File: config.mk
export PLATFORM = sky130hd
export DESIGN_NAME = uart_tx_feeder
export DESIGN_NICKNAME = d
export VERILOG_FILES = /design/src/rtl/uart_pkg.sv /design/src/rtl/tx_sync_fifo.sv /design/src/rtl/uart_tx_feeder.sv
export SDC_FILE = /design/constraint.sdc
export NUM_CORES = 1
export LEC_CHECK = 0
export CORE_UTILIZATION = 57
export DETAILED_ROUTE_END_ITERATION = 10
export PLACE_DENSITY = 0.83
export RECOVER_POWER = 100
export SETUP_SLACK_MARGIN = 0.15
export SYNTH_ARGS = -nofsm -noshare
export SYNTH_HDL_FRONTEND = slang
export SYNTH_SLANG_ARGS = --single-unit
File: constraint.sdc
create_clock -name clk -period 2.05 [get_ports clk]
set_input_delay 0.3075 -clock clk [delete_from_list [all_inputs] [get_ports clk]]
set_output_delay 0.3075 -clock clk [all_outputs]
set_load 0.05 [all_outputs]
File: src/rtl/uart_pkg.sv
// uart_pkg: shared feeder state encoding and default data width
package uart_pkg;
  localparam int DATA_WIDTH_DEF = 8;
  typedef enum logic [1:0] {
    FEED_IDLE      = 2'd0,
    FEED_WAIT_BUSY = 2'd1,
    FEED_WAIT_DONE = 2'd2
  } feed_state_e;
endpackage

File: src/rtl/tx_sync_fifo.sv
// tx_sync_fifo: circular-buffer FIFO with registered full and sticky overflow
import uart_pkg::*;
module tx_sync_fifo #(
  parameter int DATA_WIDTH = DATA_WIDTH_DEF,
  parameter int DEPTH      = 8
) (
  input  logic                     clk,
  input  logic                     reset,
  input  logic                     wr_en,
  input  logic [DATA_WIDTH-1:0]    wr_data,
  input  logic                     rd_en,
  output logic [DATA_WIDTH-1:0]    rd_data,
  output logic [$clog2(DEPTH):0]   count,
  output logic                     full,
  output logic                     empty,
  output logic                     overflow
);
  localparam int AW = $clog2(DEPTH);
  logic [DATA_WIDTH-1:0] mem_q [DEPTH];
  logic [AW-1:0] wr_ptr_q, wr_ptr_d, rd_ptr_q, rd_ptr_d;
  logic [AW:0] count_q, count_d;
  logic full_q, full_d, ovf_q, ovf_d, push, pop;
  assign empty    = count_q == '0;
  assign rd_data  = mem_q[rd_ptr_q];
  assign count    = count_q;
  assign full     = full_q;
  assign overflow = ovf_q;
  // full gates the push even when a pop happens on the same edge
  always_comb begin
    push     = wr_en && !full_q;
    pop      = rd_en && !empty;
    wr_ptr_d = push ? wr_ptr_q + 1'b1 : wr_ptr_q;
    rd_ptr_d = pop ? rd_ptr_q + 1'b1 : rd_ptr_q;
    count_d  = (push && !pop) ? count_q + 1'b1 : (!push && pop) ? count_q - 1'b1 : count_q;
    full_d   = count_d == (AW+1)'(DEPTH);
    ovf_d    = ovf_q || (wr_en && full_q);
  end
  // pointer, count and flag registers
  always_ff @(posedge clk or posedge reset) begin
    if (reset) begin
      wr_ptr_q <= '0;
      rd_ptr_q <= '0;
      count_q  <= '0;
      full_q   <= 1'b0;
      ovf_q    <= 1'b0;
    end else begin
      wr_ptr_q <= wr_ptr_d;
      rd_ptr_q <= rd_ptr_d;
      count_q  <= count_d;
      full_q   <= full_d;
      ovf_q    <= ovf_d;
    end
  end
  // storage needs no reset; pointer reset discards the contents
  always_ff @(posedge clk) begin
    if (push) mem_q[wr_ptr_q] <= wr_data;
  end
endmodule

File: src/rtl/uart_tx_feeder.sv
// uart_tx_feeder: buffers words and hands them one at a time to the UART transmitter
import uart_pkg::*;
module uart_tx_feeder #(
  parameter int DATA_WIDTH   = DATA_WIDTH_DEF,
  parameter int DEPTH        = 8,
  parameter int BUSY_TIMEOUT = 4
) (
  input  logic                   clk,
  input  logic                   reset,
  input  logic                   wr_en,
  input  logic [DATA_WIDTH-1:0]  wr_data,
  output logic                   full,
  output logic [$clog2(DEPTH):0] fifo_count,
  output logic                   overflow,
  input  logic                   tx_busy,
  output logic [DATA_WIDTH-1:0]  p_data,
  output logic                   data_valid,
  output logic                   tx_err
);
  localparam int TW = BUSY_TIMEOUT > 1 ? $clog2(BUSY_TIMEOUT) : 1;
  feed_state_e state_q, state_d;
  logic [TW-1:0] cnt_q, cnt_d;
  logic [DATA_WIDTH-1:0] p_data_q, p_data_d, rd_data;
  logic dv_q, dv_d, err_q, err_d, rd_en, empty;
  tx_sync_fifo #(.DATA_WIDTH(DATA_WIDTH), .DEPTH(DEPTH)) u_fifo (
    .clk      (clk),
    .reset    (reset),
    .wr_en    (wr_en),
    .wr_data  (wr_data),
    .rd_en    (rd_en),
    .rd_data  (rd_data),
    .count    (fifo_count),
    .full     (full),
    .empty    (empty),
    .overflow (overflow)
  );
  assign p_data     = p_data_q;
  assign data_valid = dv_q;
  assign tx_err     = err_q;
  // pop in IDLE, wait for busy to rise (bounded), then wait for it to fall
  always_comb begin
    state_d  = state_q;
    cnt_d    = cnt_q;
    p_data_d = p_data_q;
    dv_d     = 1'b0;
    err_d    = err_q;
    rd_en    = 1'b0;
    case (state_q)
      FEED_IDLE: if (!empty) begin
        rd_en    = 1'b1;
        p_data_d = rd_data;
        dv_d     = 1'b1;
        cnt_d    = '0;
        state_d  = FEED_WAIT_BUSY;
      end
      FEED_WAIT_BUSY: if (tx_busy) state_d = FEED_WAIT_DONE;
        else if (cnt_q == TW'(BUSY_TIMEOUT-1)) begin
          err_d   = 1'b1;
          state_d = FEED_IDLE;
        end else cnt_d = cnt_q + 1'b1;
      FEED_WAIT_DONE: state_d = tx_busy ? FEED_WAIT_DONE : FEED_IDLE;
      default: state_d = FEED_IDLE;
    endcase
  end
  // FSM, timeout counter and output registers
  always_ff @(posedge clk or posedge reset) begin
    if (reset) begin
      state_q  <= FEED_IDLE;
      cnt_q    <= '0;
      p_data_q <= '0;
      dv_q     <= 1'b0;
      err_q    <= 1'b0;
    end else begin
      state_q  <= state_d;
      cnt_q    <= cnt_d;
      p_data_q <= p_data_d;
      dv_q     <= dv_d;
      err_q    <= err_d;
    end
  end
endmodule

# Word-level counts from Yosys, hierarchy flattened
# Memory sizes are Yosys's and may differ from the RTL's. A register that Yosys moved wholly into a read port is not among the register bits.
# Index checks and enable logic that the tools add are counted.
dict set report word_totals {
  mem_bits_rw 64
  out_inout_bits 16
  latchBits 0
  regBits 18
  memories 1
  rom_bits 0
}
# memory words word_bits rd rd_ports_with_merged_regs write_ports line_no
set memory_table {}
lappend memory_table {u_fifo.mem_q 8 8 1 1 1 tx_sync_fifo.sv:19} ;# logic [DATA_WIDTH-1:0] mem_q [DEPTH];
dict set report op_classes {
  n_eq_ne 8
  n_mul 0
  bitwise 2
  add_sub_neg 5
  n_reduce_logical 17
  div 0
  order_cmp 0
  mux 15
  n_shift 0
}
# cell n
set ops {}
lappend ops {{2-to-1 mux 2 bit} 7}
lappend ops {{2-to-1 mux 4 bit} 2}
lappend ops {{adder 3 x 1 -> 3 bit (second input constant)} 2}
lappend ops {{!= test 2 bit (second input constant)} 3}
lappend ops {{one-hot mux 2 bit (3 select lines)} 1}
lappend ops {{logical AND 1 bit} 5}
lappend ops {{adder 4 x 1 -> 4 bit (second input constant)} 1}
lappend ops {{== test 2 bit (second input constant)} 2}
lappend ops {{== test 4 bit (second input constant)} 1}
lappend ops {{logical NOT 1 bit} 4}
lappend ops {{logical NOT 4 bit} 1}
lappend ops {{2-to-1 mux 1 bit} 4}
lappend ops {{one-hot mux 2 bit (2 select lines)} 1}
lappend ops {{AND reduction 2 bit} 2}
lappend ops {{AND reduction 4 bit} 1}
lappend ops {{subtractor 4 x 1 -> 4 bit (second input constant)} 1}
lappend ops {{!= test 3 bit (second input constant)} 1}
lappend ops {{AND reduction 3 bit} 1}
lappend ops {{adder 2 x 1 -> 2 bit (second input constant)} 1}
lappend ops {{== test 2 x 1 -> 1 bit (second input constant)} 1}
lappend ops {{logical NOT 2 bit} 1}
lappend ops {{NOT 1 bit} 2}
lappend ops {{nonzero test 2 bit} 1}
lappend ops {{logical OR 1 bit} 1}

# Depth between registers and ports, before layout
# Gate-level depths: netlist (run 1).
dict set report logic_depth {
  word_depth 8
  depth_mapped 8
}

# By module
# A second synthesis (run 1) with hierarchy kept.
dict set report hier_totals {
  hier_cells 213
  hier_area_um2 3768.6
}
# mod n_inst seq_area_each_um2 cells_per_inst area_each_um2
set by_module_without_submodules {}
lappend by_module_without_submodules {tx_sync_fifo 1 2222.1 160 3064.2}
lappend by_module_without_submodules {uart_tx_feeder 1 350.3 53 704.4}

# Least setup slack after synthesis (run 1)
# OpenSTA, ideal clock, no wires.
dict set report synth_path {
  path_type {register to register}
  from {register u_fifo.full_q (netlist: u_fifo.full)}
  to {memory u_fifo.mem_q[0][0] (netlist bit) (enable)}
  path_slack_ns -0.120
  stages_incl_launch_ff 4
  t_arrival_ns 1.776
  path_cell_list {dfrtp_1 -> nand2b_1 -> buf_2 -> nor4_1}
}
dict set report synth_via {
  elab_chain_cells 4
}
# element line_no
set synth_lines {}
lappend synth_lines {{start: declaration} tx_sync_fifo.sv:22} ;# logic full_q, full_d, ovf_q, ovf_d, push, pop;
lappend synth_lines {{start signal: assignment} tx_sync_fifo.sv:50} ;# full_q <= full_d;
lappend synth_lines {{logical NOT 1 bit} tx_sync_fifo.sv:30} ;# push = wr_en && !full_q;
lappend synth_lines {{logical AND 1 bit} tx_sync_fifo.sv:30}
lappend synth_lines {{2-to-1 mux 1 bit} tx_sync_fifo.sv:56} ;# if (push) mem_q[wr_ptr_q] <= wr_data;
lappend synth_lines {{2-to-1 mux 1 bit (implied by the code)} tx_sync_fifo.sv:56}
lappend synth_lines {{end: declaration} tx_sync_fifo.sv:19}
# Every way passes these cells.

# Worst setup path in the final report (run 1)
dict set report layout_path {
  from {register u_fifo.count_q[1] (netlist: u_fifo.count[1])}
  to {register u_fifo.full_q (netlist: u_fifo.full)}
}
dict set report layout_via {
  elab_chain_cells 8
}
# element line_no
set layout_lines {}
lappend layout_lines {{start: declaration} tx_sync_fifo.sv:21} ;# logic [AW:0] count_q, count_d;
lappend layout_lines {{start signal: assignment} tx_sync_fifo.sv:49} ;# count_q <= count_d;
lappend layout_lines {{logical NOT 4 bit} tx_sync_fifo.sv:23} ;# assign empty = count_q == '0;
lappend layout_lines {{2-to-1 mux 1 bit} uart_tx_feeder.sv:49} ;# FEED_IDLE: if (!empty) begin
lappend layout_lines {{2-to-1 mux 1 bit} uart_tx_feeder.sv:48} ;# case (state_q)
lappend layout_lines {{logical AND 1 bit} tx_sync_fifo.sv:31} ;# pop = rd_en && !empty;
lappend layout_lines {{logical AND 1 bit / logical NOT 1 bit (equally long branches)} tx_sync_fifo.sv:34} ;# count_d = (push && !pop) ? count_q + 1'b1 : (!push && pop) ? count_q - 1'b1 : count_q;
lappend layout_lines {{2-to-1 mux 4 bit / logical AND 1 bit (equally long branches)} tx_sync_fifo.sv:34}
lappend layout_lines {{2-to-1 mux 4 bit *} tx_sync_fifo.sv:34}
lappend layout_lines {{net u_fifo.count_d[1]} tx_sync_fifo.sv:21}
lappend layout_lines {{== test 4 bit *} tx_sync_fifo.sv:35} ;# full_d = count_d == (AW+1)'(DEPTH);
lappend layout_lines {{net u_fifo.full_d} tx_sync_fifo.sv:22}
# Mark *: on every way through the listed nets, which the timed path passes. The rest lies on a longest branch.
# A chain may end at the register's enable or synchronous reset.

==> impl_metrics.csv, run 1 <==
group,metric,value,unit
synth,postSynthAreaPerCell,16.5,um^2
floorplanning,top_level_ports,28,
synth,synth_area_leader_cell,"edfxtp_1",
grt,antenna_found_initial,0,
sta,hold_viol_final,0,
power,total_power,6580,uW
final_layout,fillCellCount,406,
grt,grt-ovfl-total,0,
worst_setup_path,critPathRequiredTime,2.32,ns
route,drtIter0Drc,116,
synth,syn_area,3670,um^2
sta,finalCritPeriodShare,92.9,%
synth,synth.top_cell.area_share,52.4,%
power,p_per_area,1530,nW/um^2
worst_setup_path,rrSetupSlack,0.15,ns
grt,grt_max_degree,27,
clock_network,cts_max_level,3,
power,pwr-share-comb,41.1,%
route,first_pass_iters,4,
final_layout,diodes,0,
sta,fmax,0.525,GHz
worst_setup_path,crit_type,"reg -> reg",
route,drtAntennaViolNets,0,
floorplanning,die_h,82.2,um
synth,muxShareOfSynthArea,12.0,%
synth,synthTopCellsByArea,"edfxtp_1 52%, dfrtp_1 18%, mux4_2 9.8%, nand2_1 2.6%, ha_1 2.4%",
synth,ys_warn_count,0,
clock_network,clk_path_buf_depth,2,
power,clkPwrFrac,17.8,%
final_layout,syn_to_final_growth,17.1,%
placed_design,dpl.hpwl,4580,um
clock_network,ctsHoldBuffers,0,
sta,slew_viol_final,0,
sta,rsz0062_at_grt,"false",
synth,synthCells,222,
final_layout,num-nets-final,287,
floorplanning,num_rows,28,
placed_design,dp_cells,330,
floorplanning,dieArea,6760,um^2
clock_network,cts_root_buf,"clkbuf_8",
synth,synthArstFlopShare,28.9,%
synth,synthAdderAreaFrac,2.66,%
sta,finalCriticalPeriod,1.90,ns
grt,grt_use_total,22.5,%
sta,setup_viol,0,
min_path,min-delay-path-class,"in -> async",
floorplanning,initial_utilization,60.5,%
power,p_int,4090,uW
final_layout,drive_gt1_share,19.8,%
synth,synthesis.nets,241,
sta,skew,0.0118,ns
placed_design,gp_congestion,0.814,
clock_network,clock_sinks,90,
power,peakVddDrop,0.985,mV
synth,synth_top_family_by_area,"multiplexers",
floorplanning,fp.dieW,82.2,um
grt,first_global_vias,2055,
sta,fin_ws,0.146,ns
synth,yosysSeqAreaShare,70.1,%
synth,synthSimpleGateAreaFrac,6.79,%
route,drt-total-wl,6770,um
final_layout,finalNonFillerCells,348,
clock_network,cts_tree,"yes",
synth,synth_top_flop_cell,"edfxtp_1",
synth,synth_compound_area_share,4.20,%
floorplanning,core_area,6060,um^2
clock_network,clk_pin_slew,0.09,ns
worst_setup_path,end_kind,"flip-flop",
synth,ys_types,37,
route,drc_errors,0,
sta,max_slew_margin,58.8,%
route,drt-wirelength-per-cell,19.4,um
clock_network,cts_buffers,9,
route,vias_per_cell,5.81,
placed_design,port_buffers,27,
synth,synth_edf_count,64,
grt,grt_pass1_wl,10200,um
power,switching_share,37.7,%
sta,worst_pin_slew,0.618,ns
power,p_seq_share,41.1,%
worst_setup_path,cp.arrival,2.17,ns
sta,fin_setup_tns,0,ns
power,power.switching,2480,uW
run,cap_violations,0,
synth,synth_seq_cells,90,
run_status,run_status,"finished, final reports clean",
placed_design,post-place-ws,0.0956,ns
worst_setup_path,critPathLaunchType,"flip-flop",
route,vias,2022,
power,leakage,0.00161,uW
clock_network,clk_latency,0.36,ns
synth,synth-xor-area-share,1.67,%
worst_setup_path,critPathMaxFanout,7,
## kinds of logic after synthesis
kind of cell    Yosys count
compound gates           24
xor+xnor                  7
fa+ha+maj                 8
buf+inv                  18
flops                    90
mux                      24
simple gates             51
## path summary, 6_finish.rpt
kind / startpoint / end / cells after the start
worst max-delay path: u_fifo.count[1]$_DFF_PP0_ / u_fifo.full$_DFF_PP0_ / 7
worst min-delay path: reset / tx_err$_DFFE_PP0P_ / 3
worst max register to register: u_fifo.count[1]$_DFF_PP0_ / u_fifo.full$_DFF_PP0_ / 7
worst min register to register: p_data[4]$_DFFE_PP0P_ / p_data[4]$_DFFE_PP0P_ / 2
max in group asynchronous: reset / u_fifo.count[0]$_DFF_PP0_ / 3
min in group clk: p_data[4]$_DFFE_PP0P_ / p_data[4]$_DFFE_PP0P_ / 2
## cell usage after synthesis (2+ instances only)
| master | n |
|---|---|
| edfxtp_1 | 64 |
| dfrtp_1 | 26 |
| nand2_1 | 25 |
| mux4_2 | 16 |
| inv_1 | 9 |
| mux2i_1 | 8 |
| ha_1 | 7 |
| o21ai_0 | 7 |
| xnor2_1 | 7 |
| o21ai_1 | 6 |
| nand2b_1 | 5 |
| nor2_1 | 5 |
| buf_4 | 4 |
| nor3_1 | 4 |
| a21oi_1 | 2 |
| a22o_1 | 2 |
| a31o_2 | 2 |
| buf_2 | 2 |
| nand3_1 | 2 |
| nor2b_1 | 2 |
## per-stage QoR
step                cell area [um^2]  hold WS [ns]  utilization, %
floorplan                       3680         0.347               -
global placement                4110         0.445            67.8
detailed placement              4110         0.476            67.8
CTS                             4310         0.308            71.0
global route                    4300         0.498            70.9
finish                          4300         0.438            70.9
## timing repair
action	in CTS	in global routing
buffers inserted	0	2
endpoints found under the setup margin	7	1
resized for setup	8	2
## routing by layer
metal	vias to the layer above	share of wire [%]	GRT usage [%]
met5	-	0	0
met4	0	2.4	12.5
met2	63	53	38.8
met3	17	4.4	5.82
li1	926	-	-
met1	1016	40	25.5
## critical path: stages (launching register included)
cell and delay, ns:
dfrtp_2 0.45, inv_1 0.10, ha_1 0.23, or3b_4 0.41, nand2_4 0.11, maj3_1 0.21
o22ai_2 0.10, nor4_2 0.21
## state kept, by name, indices dropped and copies added, names as in the netlist, 2 cells and up
signal	count
p_data	8
cnt_q	2
u_fifo.wr_ptr_q	3
u_fifo.rd_ptr_q	3
u_fifo.mem_q	64
u_fifo.count	4
state_q	2
## final cells by class
class	count	area, um^2	share of cell area (%)
sequential	90	2570	59.9
tap	75	93.8	2.18
inverter	9	33.8	0.786
timing repair buffer	44	389	9.06
multi-input combinational	114	1010	23.5
clock inverter	7	70.1	1.63
clock buffer	9	124	2.88
## placed cells by master, fill, tap and decap left out, types with 3 or more instances in the layout
cell | synthesis | final
xnor2_1 | 7 | 7
edfxtp_1 | 64 | 64
dlygate4sd3_1 | 0 | 9
inv_1 | 9 | 9
buf_4 | 4 | 12
nand2b_1 | 5 | 5
mux2i_1 | 8 | 8
nand2_1 | 25 | 25
clkbuf_1 | 0 | 3
clkdlybuf4s50_1 | 0 | 12
clkinv_2 | 0 | 3
nor3_1 | 4 | 4
mux4_2 | 16 | 16
o21ai_1 | 6 | 6
clkbuf_8 | 0 | 9
dlygate4sd2_1 | 0 | 6
o21ai_0 | 7 | 7
ha_1 | 7 | 7
dfrtp_1 | 26 | 24
nor2_1 | 5 | 5
## power by group through the flow
| stage | Clock [uW] | Sequential [uW] | Combinational (uW) |
|---|---|---|---|
| after floorplan | 0 | 3150 | 1500 |
| after global placement | 0 | 2720 | 2600 |
| after detailed placement | 0 | 2760 | 2710 |
| after CTS | 1190 | 2710 | 2690 |
| after global routing | 1240 | 2750 | 2920 |
| final | 1170 | 2700 | 2700 |
No activity file was read; power rests on OpenSTA's default activity.
==> run 2: changes to the inputs <==
- CORE_UTILIZATION: 57 -> 60
- CTS_BUF_LIST: not set -> sky130_fd_sc_hd__clkbuf_4 sky130_fd_sc_hd__clkbuf_8
- PLACE_DENSITY: 0.83 -> 0.87
- SLEW_MARGIN: not set -> 20
- TNS_END_PERCENT: not set -> 1
==> run 2 against run 1 <==
- clock-buffer cell count unchanged
- register-to-register slack lost 0.02 ns
- non-clock buffer count decreased by 4
- clock power is 4% lower
- via count fell by 1.2%
- total power decreased by 3.4%
- hold slack improved by 0.018 ns
- global-route usage increased by 0.11 points
- die area shrank 4.9%
- first-iteration DRC count fell by 8.6%
- sequential power about the same
- core utilization is 0.28 points higher
- critical endpoint is now full
- highest routed layer unchanged
==> impl_metrics.csv, run 2 (synthesis results as in run 1) <==
group,metric,value,unit
route,vias,1997,
floorplanning,dieArea,6430,um^2
floorplanning,initial_utilization,62.0,%
sta,slew_viol_final,0,
worst_setup_path,end_kind,"output pin",
final_layout,mostFrequentLayoutCells,"64 x edfxtp_1, 26 x dfrtp_1, 25 x nand2_1, 22 x dlygate4sd3_1, 16 x mux4_2",
worst_setup_path,critPathMaxFanout,5,
clock_network,cts_buffers,9,
final_layout,drive_gt1_share,14.9,%
floorplanning,num_rows,28,
clock_network,cts_tree,"yes",
sta,hold_ws,0.456,ns
run_status,run_status,"finished, final reports clean",
sta,fin_setup_tns,0,ns
worst_setup_path,critPathLaunchType,"flip-flop",
final_layout,top_register,"u_fifo.mem_q",
final_layout,num-nets-final,283,
clock_network,cts_max_level,3,
route,drt-total-wl,6670,um
final_layout,regArea,2570,um^2
placed_design,dp_cells,328,
route,drtIter0Drc,106,
grt,grt_pass1_wl,10200,um
final_layout,largest_register_ffs,64,
placed_design,gp_congestion,0.749,
final_layout,multi_input_area,990,um^2
grt,grt_use_total,22.6,%
clock_network,clock_sinks,90,
sta,fmax,0.509,GHz
worst_setup_path,crit_type,"reg -> out",
placed_design,post-place-ws,0.123,ns
route,vias_per_cell,5.81,
worst_setup_path,cp_cell_sequence,"dlygate4sd3_1",
clock_network,clk_path_buf_depth,2,
power,peakVddDrop,0.978,mV
clock_network,clk_latency,0.34,ns
final_layout,fillCellCount,377,
power,p_per_area,1510,nW/um^2
run,cap_violations,0,
final_layout,post-route-util,71.2,%
worst_setup_path,critPathRequiredTime,1.74,ns
final_layout,syn_to_final_growth,14.8,%
sta,worst_pin_slew,1.42,ns
worst_setup_path,worstPathBufferInverterCount,1,
final_layout,diodes,0,
placed_design,port_buffers,27,
power,leakage,0.00156,uW
worst_setup_path,critPathMaxStageDelay,0.89,ns
grt,grt-ovfl-total,0,
floorplanning,top_level_ports,28,
worst_setup_path,crit_family,"buffers and inverters",
clock_network,clk_pin_slew,0.09,ns
route,drc_errors,0,
floorplanning,die_h,80.2,um
grt,first_global_vias,2016,
worst_setup_path,cp_slowest_cell,"dlygate4sd3_1",
min_path,min-delay-path-class,"reg -> reg",
sta,finalCritPeriodShare,95.8,%
floorplanning,core_area,5920,um^2
grt,antenna_found_initial,0,
route,first_pass_iters,4,
route,drtAntennaViolNets,0,
final_layout,finalNonFillerCells,344,
route,drt-wirelength-per-cell,19.4,um
sta,max_slew_margin,5.00,%
grt,grt_max_degree,27,
clock_network,cts_root_buf,"clkbuf_8",
sta,fin_ws,0.0857,ns
sta,hold_viol_final,0,
placed_design,dpl.hpwl,4560,um
floorplanning,fp.dieW,80.2,um
worst_setup_path,cp.arrival,1.66,ns
sta,rsz0062_at_grt,"true",
sta,finalCriticalPeriod,1.96,ns
final_layout,layout_commonest_cell,"edfxtp_1",
sta,skew,0.0122,ns
sta,setup_viol,0,
-- run 2: path summary, 6_finish.rpt --
path	to	cells after the start	from	slack [ns]
worst min-delay path	u_fifo.overflow$_DFF_PP0_	1	u_fifo.overflow$_DFF_PP0_	0.46
max in group asynchronous	u_fifo.wr_ptr_q[2]$_DFFE_PP0P_	3	reset	0.32
worst max register to register	u_fifo.full$_DFF_PP0_	7	u_fifo.count[1]$_DFF_PP0_	0.13
min in group asynchronous	p_data[3]$_DFFE_PP0P_	3	reset	0.88
worst max-delay path	full	1	u_fifo.full$_DFF_PP0_	0.09
worst min register to register	u_fifo.overflow$_DFF_PP0_	1	u_fifo.overflow$_DFF_PP0_	0.46
-- run 2: power breakdown --
part	switching, uW	leakage (uW)	total [uW]	internal (uW)
Sequential	304	0.000900	2700	2390
Combinational	1520	0.000567	2540	1020
Clock	652	0.0000921	1120	467
-- run 2: layout make-up --
type	instances	share of cell area [%]
Sequential cell	90	61.1
Inverter	9	0.802
Timing Repair Buffer	40	8.05
Clock inverter	7	1.43
Clock buffer	9	2.94
Multi-Input combinational cell	114	23.5
Tap cell	75	2.23
-- run 2: per-stage QoR --
step,instance area [um^2],total power [uW]
final,4210,6350
after global routing,4210,6690
after CTS,4270,6530
after detailed placement,4090,5430
after global placement,4090,5300
after floorplan,3670,4630
-- run 2: timing repair --
| item | in CTS | in global routing |
|---|---|---|
| hold endpoints to repair | 0 | 0 |
| resized for setup | 1 | 1 |
| setup buffers | 0 | 0 |
| hold buffers | 0 | 0 |
| endpoints found under the setup margin | 5 | 6 |
-- run 2: worst reg2reg max path: stages, from the launching register on --
cell	delay [ns]
dfrtp_1	0.46
inv_1	0.11
ha_1	0.21
or3b_1	0.38
nand2_2	0.13
maj3_1	0.16
o22ai_1	0.09
nor4_1	0.27
-- run 2: per-layer routing --
layer	routed length, um	GRT usage (%)	part of all wire, %	vias up
li1	-	-	-	928
met1	2940	30.1	44	1007
met2	3360	37.8	50	57
met3	311	3.86	4.7	5
met4	49	7.86	0.74	0
met5	0	0	0	-
==> run 3: changes to the inputs <==
- ABC_CLOCK_PERIOD_IN_PS: not set -> 2050
- TNS_END_PERCENT: 1 -> 50
==> run 3 against run 2 <==
- critical path depth did not move
- register-to-register slack improved by 0.02 ns
- total power fell by 0.79%
- final area did not move
- routed wire length fell by 1.4%
- non-clock buffer count did not move
- clock power fell by 4%
- worst setup slack improved by 0.025 ns
- first-iteration DRC count rose by 58%
- sequential cell count did not move
- via count barely moved
==> impl_metrics.csv, run 3 (synthesis results as in run 1) <==
group,metric,value,unit
final_layout,top_register,"u_fifo.mem_q",
route,drt-wirelength-per-cell,19.1,um
worst_setup_path,crit_cells,1,
grt,grt_max_degree,27,
final_layout,multi_input_area,1000,um^2
worst_setup_path,critPathLaunchType,"flip-flop",
final_layout,diodes,0,
placed_design,gp_congestion,0.777,
worst_setup_path,startpoint,"u_fifo.full$_DFF_PP0_",
clock_network,clk_pin_slew,0.09,ns
clock_network,clk_latency,0.34,ns
worst_setup_path,critPathRequiredTime,1.74,ns
floorplanning,fp.dieW,80.2,um
final_layout,layout_commonest_cell,"edfxtp_1",
worst_setup_path,critPathMaxFanout,5,
clock_network,cts_tree,"yes",
clock_network,cts_root_buf,"clkbuf_8",
worst_setup_path,timing.rr.start,"u_fifo.count[1]$_DFF_PP0_",
route,drtIter0Drc,167,
worst_setup_path,cp_slowest_cell,"dlygate4sd3_1",
run_status,run_status,"finished, final reports clean",
route,vias,1996,
sta,rsz0062_at_grt,"true",
grt,antenna_found_initial,0,
floorplanning,core_area,5920,um^2
sta,hold_ws,0.464,ns
sta,finalCriticalPeriod,1.94,ns
clock_network,cts_setup_buffers,0,
grt,grt_use_total,23.7,%
worst_setup_path,ff2ff_path_depth,7,
worst_setup_path,crit_type,"reg -> out",
clock_network,clk_path_buf_depth,2,
sta,hold_viol_final,0,
clock_network,cts_buffers,9,
sta,setup_viol,0,
sta,fmax,0.516,GHz
worst_setup_path,end_kind,"output pin",
power,leakage,0.00156,uW
worst_setup_path,crit_family,"buffers and inverters",
run,cap_violations,0,
power,total_power,6300,uW
grt,first_global_vias,2048,
worst_setup_path,critPathMaxStageDelay,0.89,ns
sta,fin_setup_tns,0,ns
final_layout,mostFrequentLayoutCells,"64 x edfxtp_1, 25 x nand2_1, 25 x dfrtp_1, 21 x dlygate4sd3_1, 16 x mux4_2",
sta,worst_pin_slew,1.36,ns
clock_network,cts_max_level,3,
floorplanning,num_rows,28,
worst_setup_path,cp.arrival,1.63,ns
sta,max_slew_margin,9.25,%
grt,grt_pass1_wl,10700,um
final_layout,drive_gt1_share,17.1,%
sta,skew,0.0126,ns
worst_setup_path,crit_path_end,"full",
worst_setup_path,worstPathBufferInverterCount,1,
clock_network,clock_sinks,90,
final_layout,regArea,2570,um^2
floorplanning,top_level_ports,28,
final_layout,largest_register_ffs,64,
floorplanning,die_h,80.2,um
power,p_per_area,1500,nW/um^2
power,peakVddDrop,1.02,mV
final_layout,num-nets-final,283,
route,drtAntennaViolNets,0,
worst_setup_path,cp_cell_sequence,"dlygate4sd3_1",
worst_setup_path,r2r-end,"u_fifo.full$_DFF_PP0_",
route,drt-total-wl,6570,um
final_layout,post-route-util,71.2,%
sta,finalCritPeriodShare,94.6,%
min_path,min-delay-path-class,"reg -> reg",
final_layout,fillCellCount,378,
placed_design,dpl.hpwl,4700,um
floorplanning,dieArea,6430,um^2
floorplanning,initial_utilization,62.0,%
route,first_pass_iters,4,
sta,slew_viol_final,0,
route,drc_errors,0,
placed_design,port_buffers,27,
worst_setup_path,rrSetupSlack,0.15,ns
route,vias_per_cell,5.80,
grt,grt-ovfl-total,0,
final_layout,syn_to_final_growth,14.8,%
-- run 3: cell types whose count changed in the layout (fill, tap and decap cells not counted), moves of 2 or more --
cell      previous run  this run
clkinv_4             0         2
clkbuf_1             8         5
inv_8                2         0
clkbuf_2             3         5
buf_4                2         4
-- run 3: worst min-delay path by stage --
stage	start	end	slack, ns	cells after the start
6_report	u_fifo.overflow$_DFF_PP0_	u_fifo.overflow$_DFF_PP0_	0.46	1
5_1_grt	u_fifo.overflow$_DFF_PP0_	u_fifo.overflow$_DFF_PP0_	0.51	1
4_1_cts	reset	u_fifo.rd_ptr_q[0]$_DFFE_PP0P_	0.33	3
3_5_place_dp	u_fifo.overflow$_DFF_PP0_	u_fifo.overflow$_DFF_PP0_	0.45	1
3_3_place_gp	u_fifo.overflow$_DFF_PP0_	u_fifo.overflow$_DFF_PP0_	0.44	1
2_1_floorplan	reset	cnt_q[0]$_DFFE_PP0P_	0.35	1
-- run 3: per-layer routing --
metal,wire length (um),GRT usage [%],vias up
li1,-,-,934
met1,2990,33.6,1008
met2,3230,37.4,46
met3,269,4.89,8
met4,78,7.50,0
met5,0,0,-
-- run 3: report_power, final --
part | switching (uW) | internal, uW
clock network | 631 | 449
logic | 1530 | 1000
registers | 299 | 2390
-- run 3: timing repair --
action                                  CTS  global route
hold buffers                              0             0
resized for setup                         2             3
endpoints found under the setup margin    5             4
-- run 3: layout make-up --
| type | count | area share [%] |
|---|---|---|
| Tap cell | 75 | 2.23 |
| Timing Repair Buffer | 40 | 7.87 |
| Sequential cell | 90 | 61.1 |
| Clock inverter | 7 | 1.28 |
| Multi-Input combinational cell | 114 | 23.8 |
| Inverter | 9 | 0.802 |
| Clock buffer | 9 | 2.94 |
-- run 3: metrics by stage --
stage | cell area, um^2 | setup WS, ns | instances
2_1_floorplan | 3680 | 0.0759 | 222
3_3_place_gp | 4080 | 0.0336 | 328
3_5_place_dp | 4080 | -0.0496 | 328
4_1_cts | 4260 | 0.0859 | 344
5_1_grt | 4210 | 0.0332 | 344
6_report | 4210 | 0.111 | 344
